===== src/rtl/id_ex_ctrl.sv =====
// MIPS ID-stage control: decodes the IF/ID instruction into the ID/EX control bundle,
// detects load-use hazards, inserts bubbles and counts illegal opcodes.
module id_ex_ctrl #(
    parameter int unsigned ALU_OP_W   = 4,
    parameter int unsigned REG_ADDR_W = 5,
    parameter int unsigned CNT_W      = 8
) (
    input  logic                  clk_i,
    input  logic                  rst_i,
    input  logic [31:0]           instr_i,
    input  logic                  id_valid_i,
    input  logic                  flush_i,
    output logic                  stall_o,
    output logic                  ex_valid_o,
    output logic                  ex_reg_write_o,
    output logic [ALU_OP_W-1:0]   ex_alu_op_o,
    output logic                  ex_alu_src_o,
    output logic [1:0]            ex_reg_dst_o,
    output logic [REG_ADDR_W-1:0] ex_write_reg_o,
    output logic                  ex_branch_o,
    output logic [1:0]            ex_branch_type_o,
    output logic [1:0]            ex_jump_o,
    output logic [1:0]            ex_mem_to_reg_o,
    output logic                  ex_mem_read_o,
    output logic                  ex_mem_write_o,
    output logic                  illegal_o,
    output logic [CNT_W-1:0]      ill_cnt_o
);

    localparam logic [5:0] OP_RTYPE = 6'd0;
    localparam logic [5:0] OP_J     = 6'd2;
    localparam logic [5:0] OP_JAL   = 6'd3;
    localparam logic [5:0] OP_BEQ   = 6'd4;
    localparam logic [5:0] OP_BNE   = 6'd5;
    localparam logic [5:0] OP_ADDI  = 6'd8;
    localparam logic [5:0] OP_SLTI  = 6'd10;
    localparam logic [5:0] OP_ORI   = 6'd13;
    localparam logic [5:0] OP_LUI   = 6'd15;
    localparam logic [5:0] OP_LW    = 6'd35;
    localparam logic [5:0] OP_SW    = 6'd43;

    logic [5:0]            opcode;
    logic [5:0]            funct;
    logic [REG_ADDR_W-1:0] rs;
    logic [REG_ADDR_W-1:0] rt;
    logic [REG_ADDR_W-1:0] rd;
    logic                  unused_shamt;

    assign opcode       = instr_i[31:26];
    assign funct        = instr_i[5:0];
    assign rs           = REG_ADDR_W'(instr_i[25:21]);
    assign rt           = REG_ADDR_W'(instr_i[20:16]);
    assign rd           = REG_ADDR_W'(instr_i[15:11]);
    assign unused_shamt = ^instr_i[10:6];

    logic                  d_reg_write;
    logic [ALU_OP_W-1:0]   d_alu_op;
    logic                  d_alu_src;
    logic [1:0]            d_reg_dst;
    logic [REG_ADDR_W-1:0] d_write_reg;
    logic                  d_branch;
    logic [1:0]            d_branch_type;
    logic [1:0]            d_jump;
    logic [1:0]            d_mem_to_reg;
    logic                  d_mem_read;
    logic                  d_mem_write;
    logic                  d_illegal;
    logic                  uses_rt;

    // Instruction decode; unused fields stay 0
    always_comb begin
        d_reg_write   = 1'b0;
        d_alu_op      = '0;
        d_alu_src     = 1'b0;
        d_reg_dst     = 2'd0;
        d_branch      = 1'b0;
        d_branch_type = 2'd0;
        d_jump        = 2'd0;
        d_mem_to_reg  = 2'd0;
        d_mem_read    = 1'b0;
        d_mem_write   = 1'b0;
        d_illegal     = 1'b0;
        case (opcode)
            OP_RTYPE: begin
                case (funct)
                    6'd32, 6'd34, 6'd36, 6'd37, 6'd42: begin
                        d_reg_write = 1'b1;
                        d_reg_dst   = 2'd1;
                    end
                    6'd8:    d_jump    = 2'd2;
                    default: d_illegal = 1'b1;
                endcase
            end
            OP_BEQ: begin
                d_alu_op = ALU_OP_W'(2);
                d_branch = 1'b1;
            end
            OP_BNE: begin
                d_alu_op      = ALU_OP_W'(3);
                d_branch      = 1'b1;
                d_branch_type = 2'd3;
            end
            OP_ADDI, OP_SLTI, OP_ORI, OP_LUI: begin
                d_reg_write = 1'b1;
                d_alu_src   = 1'b1;
                case (opcode)
                    OP_ADDI: d_alu_op = ALU_OP_W'(6);
                    OP_SLTI: d_alu_op = ALU_OP_W'(11);
                    OP_ORI:  d_alu_op = ALU_OP_W'(7);
                    default: d_alu_op = ALU_OP_W'(8);
                endcase
            end
            OP_LW: begin
                d_reg_write  = 1'b1;
                d_alu_op     = ALU_OP_W'(9);
                d_alu_src    = 1'b1;
                d_mem_to_reg = 2'd1;
                d_mem_read   = 1'b1;
            end
            OP_SW: begin
                d_alu_op    = ALU_OP_W'(10);
                d_alu_src   = 1'b1;
                d_mem_write = 1'b1;
            end
            OP_J:    d_jump = 2'd1;
            OP_JAL: begin
                d_reg_write  = 1'b1;
                d_alu_op     = ALU_OP_W'(12);
                d_reg_dst    = 2'd2;
                d_mem_to_reg = 2'd2;
                d_jump       = 2'd1;
            end
            default: d_illegal = 1'b1;
        endcase

        case (d_reg_dst)
            2'd1:    d_write_reg = rd;
            2'd2:    d_write_reg = REG_ADDR_W'(31);
            default: d_write_reg = rt;
        endcase
        if (d_write_reg == '0) d_reg_write = 1'b0;
    end

    assign uses_rt = (opcode == OP_RTYPE) || (opcode == OP_BEQ) ||
                     (opcode == OP_BNE) || (opcode == OP_SW);

    // Load-use hazard against the load currently in EX
    assign stall_o = id_valid_i && !flush_i && ex_valid_o && ex_mem_read_o &&
                     (ex_write_reg_o != '0) &&
                     ((ex_write_reg_o == rs) || (uses_rt && (ex_write_reg_o == rt)));

    logic bubble_c;
    logic load_c;

    assign bubble_c = flush_i || stall_o || !id_valid_i;
    assign load_c   = !bubble_c && !d_illegal;

    always_ff @(posedge clk_i) begin
        if (!rst_i) begin
            ex_valid_o       <= 1'b0;
            ex_reg_write_o   <= 1'b0;
            ex_alu_op_o      <= '0;
            ex_alu_src_o     <= 1'b0;
            ex_reg_dst_o     <= 2'd0;
            ex_write_reg_o   <= '0;
            ex_branch_o      <= 1'b0;
            ex_branch_type_o <= 2'd0;
            ex_jump_o        <= 2'd0;
            ex_mem_to_reg_o  <= 2'd0;
            ex_mem_read_o    <= 1'b0;
            ex_mem_write_o   <= 1'b0;
            illegal_o        <= 1'b0;
            ill_cnt_o        <= '0;
        end else begin
            ex_valid_o       <= load_c;
            ex_reg_write_o   <= load_c ? d_reg_write   : 1'b0;
            ex_alu_op_o      <= load_c ? d_alu_op      : '0;
            ex_alu_src_o     <= load_c ? d_alu_src     : 1'b0;
            ex_reg_dst_o     <= load_c ? d_reg_dst     : 2'd0;
            ex_write_reg_o   <= load_c ? d_write_reg   : '0;
            ex_branch_o      <= load_c ? d_branch      : 1'b0;
            ex_branch_type_o <= load_c ? d_branch_type : 2'd0;
            ex_jump_o        <= load_c ? d_jump        : 2'd0;
            ex_mem_to_reg_o  <= load_c ? d_mem_to_reg  : 2'd0;
            ex_mem_read_o    <= load_c ? d_mem_read    : 1'b0;
            ex_mem_write_o   <= load_c ? d_mem_write   : 1'b0;
            illegal_o        <= !bubble_c && d_illegal;
            // Counter saturates at all-ones
            if (!bubble_c && d_illegal && (ill_cnt_o != '1))
                ill_cnt_o <= ill_cnt_o + CNT_W'(1);
        end
    end

endmodule


===== config.mk =====
export PLATFORM = sky130hd
export DESIGN_NAME = id_ex_ctrl
export DESIGN_NICKNAME = d
export VERILOG_FILES = /design/src/rtl/id_ex_ctrl.sv
export SDC_FILE = /design/constraint.sdc
export NUM_CORES = 1
export LEC_CHECK = 0
export CORE_MARGIN = 2
export CORE_UTILIZATION = 39
export CTS_BUF_LIST = sky130_fd_sc_hd__clkbuf_16
export CTS_CLUSTER_DIAMETER = 60
export DETAILED_ROUTE_END_ITERATION = 6
export PLACE_DENSITY = 0.83
export SLEW_MARGIN = 10
export SYNTH_ARGS = -nofsm -noshare
export SYNTH_HDL_FRONTEND = slang
export SYNTH_SLANG_ARGS = --single-unit

===== constraint.sdc =====
create_clock -name clk_i -period 2.3 [get_ports clk_i]
set_input_delay 0.23 -clock clk_i [delete_from_list [all_inputs] [get_ports clk_i]]
set_output_delay 0.23 -clock clk_i [all_outputs]
set_load 0.01 [all_outputs]

==> Flow_metrics.wiki <==
{| class="wikitable"
! Metric !! Value
|-
| Endpoint class of the critical path || register
|-
| Distinct cells, synth || slightly below 50
|-
| Switching power share of the total || 0.235
|-
| Slack of the critical path || between 0.04 and 0.05 ns
|-
| Finished Core Util || 0.671
|-
| Final setup violation count || 0
|-
| Power dissipated by switching net loads || 313 µW
|-
| Total vias in the final route || 1,928
|-
| Post-CTS Hold Fix Bufs || 0
|-
| R2r endpoint || ex_alu_op_o[3]
|-
| WL final || 5.11 mm
|-
| First-pass DRT Iterations || 4
|-
| Leakage power || 0.00124 µW
|-
| Sequential area share after synthesis || 0.330
|-
| Post-placement worst setup slack || -0.371 ns
|-
| Post-synth EDFFs || 0
|-
| Final-layout setup total negative slack || 0 ns
|-
| Number of slew-limit violations in the final report || 0
|-
| Combinational cell fraction of total power || 0.171
|-
| Headroom to the max-slew limit || 0.612
|-
| Total die area || 5060 µm²
|-
| Area of the placeable core || 4350 µm²
|-
| CTS sink count || 29
|-
| Horizontal die dimension || 71.1 µm
|-
| Pin slew with the least headroom to its limit || 0.580 ns
|-
| Combined global-route utilization of all metal layers || 0.207
|-
| Achievable clock frequency || 0.444 GHz
|-
| Share of flip-flops with an asynchronous set or reset || 0
|-
| Internal power || 1020 µW
|-
| Period Utilization, post-route || 0.978
|-
| Most area-hungry cell type in the Yosys netlist || sky130_fd_sc_hd__dfxtp_1
|-
| Number of global-route vias before repair || 1,885
|-
| Global placer's final weighted congestion || 0.840
|-
| Final critical-path required period || 2.25 ns
|-
| Mapped Area || 1760 µm²
|-
| Result of the run || finished clean
|-
| Path category of the worst min-delay check || register to register
|-
| Number of instances in the synthesized netlist || 214
|-
| Leading post-synthesis cells by cell area || sky130_fd_sc_hd__dfxtp_1 (33%), sky130_fd_sc_hd__nor2_1 (5.8%), sky130_fd_sc_hd__xor2_1 (5.5%)
|-
| Number of antenna violations at the first check in global routing || 0
|-
| Final clock skew || 0.00477 ns
|-
| Post-synthesis register bit count || 29
|-
| Overall Power || 1330 µW
|-
| Cell row count || 24
|-
| Hold Fails Final Rpt || 0
|-
| Layout overhead on the synthesized area || 66.3%
|-
| Clk pin slew, worst setup/hold paths || about 0.05 ns
|-
| Detailed router's first-iteration violation count || 148
|-
| Port Buffer Count || 63
|-
| Root buffer selected by CTS || sky130_fd_sc_hd__clkbuf_16
|-
| DRC Markers || 0
|-
| Height of the die || 71.1 µm
|-
| Maximum vdd ir drop || 0.000256 V
|-
| Clock share of power || 0.445
|-
| Maximum number of pins on one net before global-route repair || 18
|-
| GR Overflow Total || 0
|-
| PD cells || roughly 460 nW/µm²
|-
| Primary flip-flop cell chosen by synthesis mapping || sky130_fd_sc_hd__dfxtp_1
|-
| Crit-path max FO || 6
|-
| Worst path required time || 2.46 ns
|-
| Portion of total power attributed to sequential cells || 0.384
|-
| H-tree depth || 2
|-
| Initial core utilization || 0.404
|-
| Max Buffers Root-to-Sink || 2
|-
| Portion of synthesized cell area occupied by the leading cell type || 0.330
|-
| Ranking of synthesized cells by instance count || sky130_fd_sc_hd__dfxtp_1 (29), sky130_fd_sc_hd__nor2_1 (27), sky130_fd_sc_hd__nand2_1 (21)
|-
| Inserted Diodes || 0
|-
| Worst reg-to-reg setup slack || between 0.2 and 0.3 ns
|-
| Net count of the finished layout || 354
|-
| Origin of the worst min-delay path || ill_cnt_o[1]
|-
| Hold endpoint || ill_cnt_o[1]
|-
| ANT nets after route || 0
|-
| Max-cap violations || 0
|-
| Syn avg cell area || 8.21 µm²
|-
| Cell depth of the worst hold path || 2
|-
| Most common cell in the netlist || sky130_fd_sc_hd__dfxtp_1
|-
| Detail-routed net length per standard cell || 13.9 µm
|-
| Count of synthesis-stage warnings from yosys || 0
|-
| Global-route wire length before repair || 8.35 mm
|-
| Reg-to-reg startpoint || ex_write_reg_o[1]
|-
| Count of boundary I/O pins || 69
|-
| Cell count of the worst reg-to-reg path || 8
|-
| Number of non-filler instances in the completed layout || around 370
|-
| Worst skew pair latency || between 0.2 and 0.3 ns
|-
| RSZ-0062 raised after global routing || yes
|-
| # placed instances || 352
|-
| Signal arrival time at the worst endpoint || between 2 and 2.5 ns
|-
| Via density || 5.24
|-
| Sort of element at the start of the critical path || input port
|-
| Number of clock buffers inserted by TritonCTS || 5
|-
| Fraction of final layout cells sized beyond drive strength 1 || 0.237
|-
| Critical Setup Path Class || input port to register
|-
| Post-detail-place hpwl || 3.69 mm
|-
| Synthesized net count || 253
|-
| Clock tree from TritonCTS || done
|}
-- worst max-delay path by stage --
stage	cells past startpoint	from	slack, ns	to
4_1_cts	6	instr_i[20]	-0.02	stall_o
2_1_floorplan	12	instr_i[27]	0.06	ex_reg_write_o
5_1_grt	11	instr_i[28]	-0.08	ex_reg_write_o
6_report	11	instr_i[28]	0.05	ex_reg_write_o
3_3_place_gp	11	instr_i[27]	-0.24	ex_reg_write_o
3_5_place_dp	11	instr_i[27]	-0.37	ex_reg_write_o
-- metal layers --
layer,GRT usage,part of all wire,vias up
met4,0.0943,0.030,0
met1,0.239,0.41,882
met5,0,0,-
met3,0.0584,0.062,16
li1,-,-,955
met2,0.353,0.50,75
-- placed cells by master, fill, tap and decap left out, types with 3 or more instances in the layout --
| cell | synthesis | routed |
|---|---|---|
| sky130_fd_sc_hd__nor4_2 | 6 | 6 |
| sky130_fd_sc_hd__a21oi_1 | 17 | 13 |
| sky130_fd_sc_hd__nand2b_1 | 8 | 8 |
| sky130_fd_sc_hd__o21ai_0 | 6 | 6 |
| sky130_fd_sc_hd__inv_1 | 9 | 12 |
| sky130_fd_sc_hd__a21oi_2 | 0 | 4 |
| sky130_fd_sc_hd__nand4_1 | 3 | 3 |
| sky130_fd_sc_hd__buf_4 | 5 | 36 |
| sky130_fd_sc_hd__buf_6 | 1 | 4 |
| sky130_fd_sc_hd__nor2_1 | 27 | 27 |
| sky130_fd_sc_hd__nand2_1 | 21 | 21 |
| sky130_fd_sc_hd__mux2i_1 | 6 | 6 |
| sky130_fd_sc_hd__nor2b_1 | 5 | 5 |
| sky130_fd_sc_hd__nor3_1 | 8 | 6 |
| sky130_fd_sc_hd__xor2_1 | 11 | 11 |
| sky130_fd_sc_hd__nand3_1 | 7 | 7 |
| sky130_fd_sc_hd__clkdlybuf4s50_1 | 0 | 59 |
| sky130_fd_sc_hd__clkbuf_16 | 0 | 5 |
| sky130_fd_sc_hd__dlygate4sd2_1 | 0 | 3 |
| sky130_fd_sc_hd__dfxtp_1 | 29 | 29 |
| sky130_fd_sc_hd__and3_1 | 4 | 4 |
-- layout make-up --
cell class,count,area (µm²)
Clock inverter,3,11.3
Clock buffer,5,125
Fill cell,317,1430
Multi-Input combinational cell,164,1120
Timing Repair Buffer,106,990
Sequential cell,29,581
Inverter,9,33.8
Tap cell,52,65.1
-- stage by stage --
| stage | instance area [µm²] | hold WS, ns |
|---|---|---|
| final | 2920 | 0.495 |
| after CTS | 2890 | 0.495 |
| after detailed placement | 2670 | 0.486 |
| after global routing | 2920 | 0.524 |
| after global placement | 2670 | 0.477 |
| after floorplan | 1760 | 0.301 |
-- power by group through the flow --
stage          clock network, µW  registers, µW  logic, µW
6_report                     593            512        227
3_3_place_gp                   0            522        206
3_5_place_dp                   0            522        210
4_1_cts                      604            512        220
5_1_grt                      626            512        247
2_1_floorplan                  0            523       88.7
-- worst max-delay path, stage by stage --
cell,delay (ns)
sky130_fd_sc_hd__clkdlybuf4s50_1,0.48
sky130_fd_sc_hd__nor4_4,0.24
sky130_fd_sc_hd__nand2_1,0.17
sky130_fd_sc_hd__nor2_1,0.12
sky130_fd_sc_hd__o2111ai_1,0.16
sky130_fd_sc_hd__ha_2,0.36
sky130_fd_sc_hd__buf_2,0.18
sky130_fd_sc_hd__a21oi_2,0.15
sky130_fd_sc_hd__nand4_1,0.12
sky130_fd_sc_hd__o22ai_2,0.15
sky130_fd_sc_hd__nor2_1,0.05
-- state kept, by name, indices dropped and copies added, names as in the netlist --
signal / flops
ill_cnt_o: 8
ex_write_reg_o: 5
ex_alu_op_o: 4
ex_jump_o: 2
ex_reg_dst_o: 2
ex_alu_src_o: 1
ex_branch_o: 1
ex_branch_type_o: 1
ex_mem_read_o: 1
ex_mem_write_o: 1
ex_reg_write_o: 1
ex_valid_o: 1
illegal_o: 1
-- cells by family after synthesis --
kind of cell,share of synthesized area
and+or+nand+nor,0.366
xor gates and xnor gates,0.0548
AOI/OAI and AO/OA,0.132
buffers and inverters,0.0619
muxes,0.0342
DFF,0.330
adders and majority gates,0.0214
-- repair_timing --
| item | CTS | global route |
|---|---|---|
| setup endpoints to repair | 2 | 9 |
| setup buffers | 6 | 2 |
| pin swaps | 3 | 3 |
| gates resized for setup | 15 | 4 |
Power figures use the tool's default switching activity.
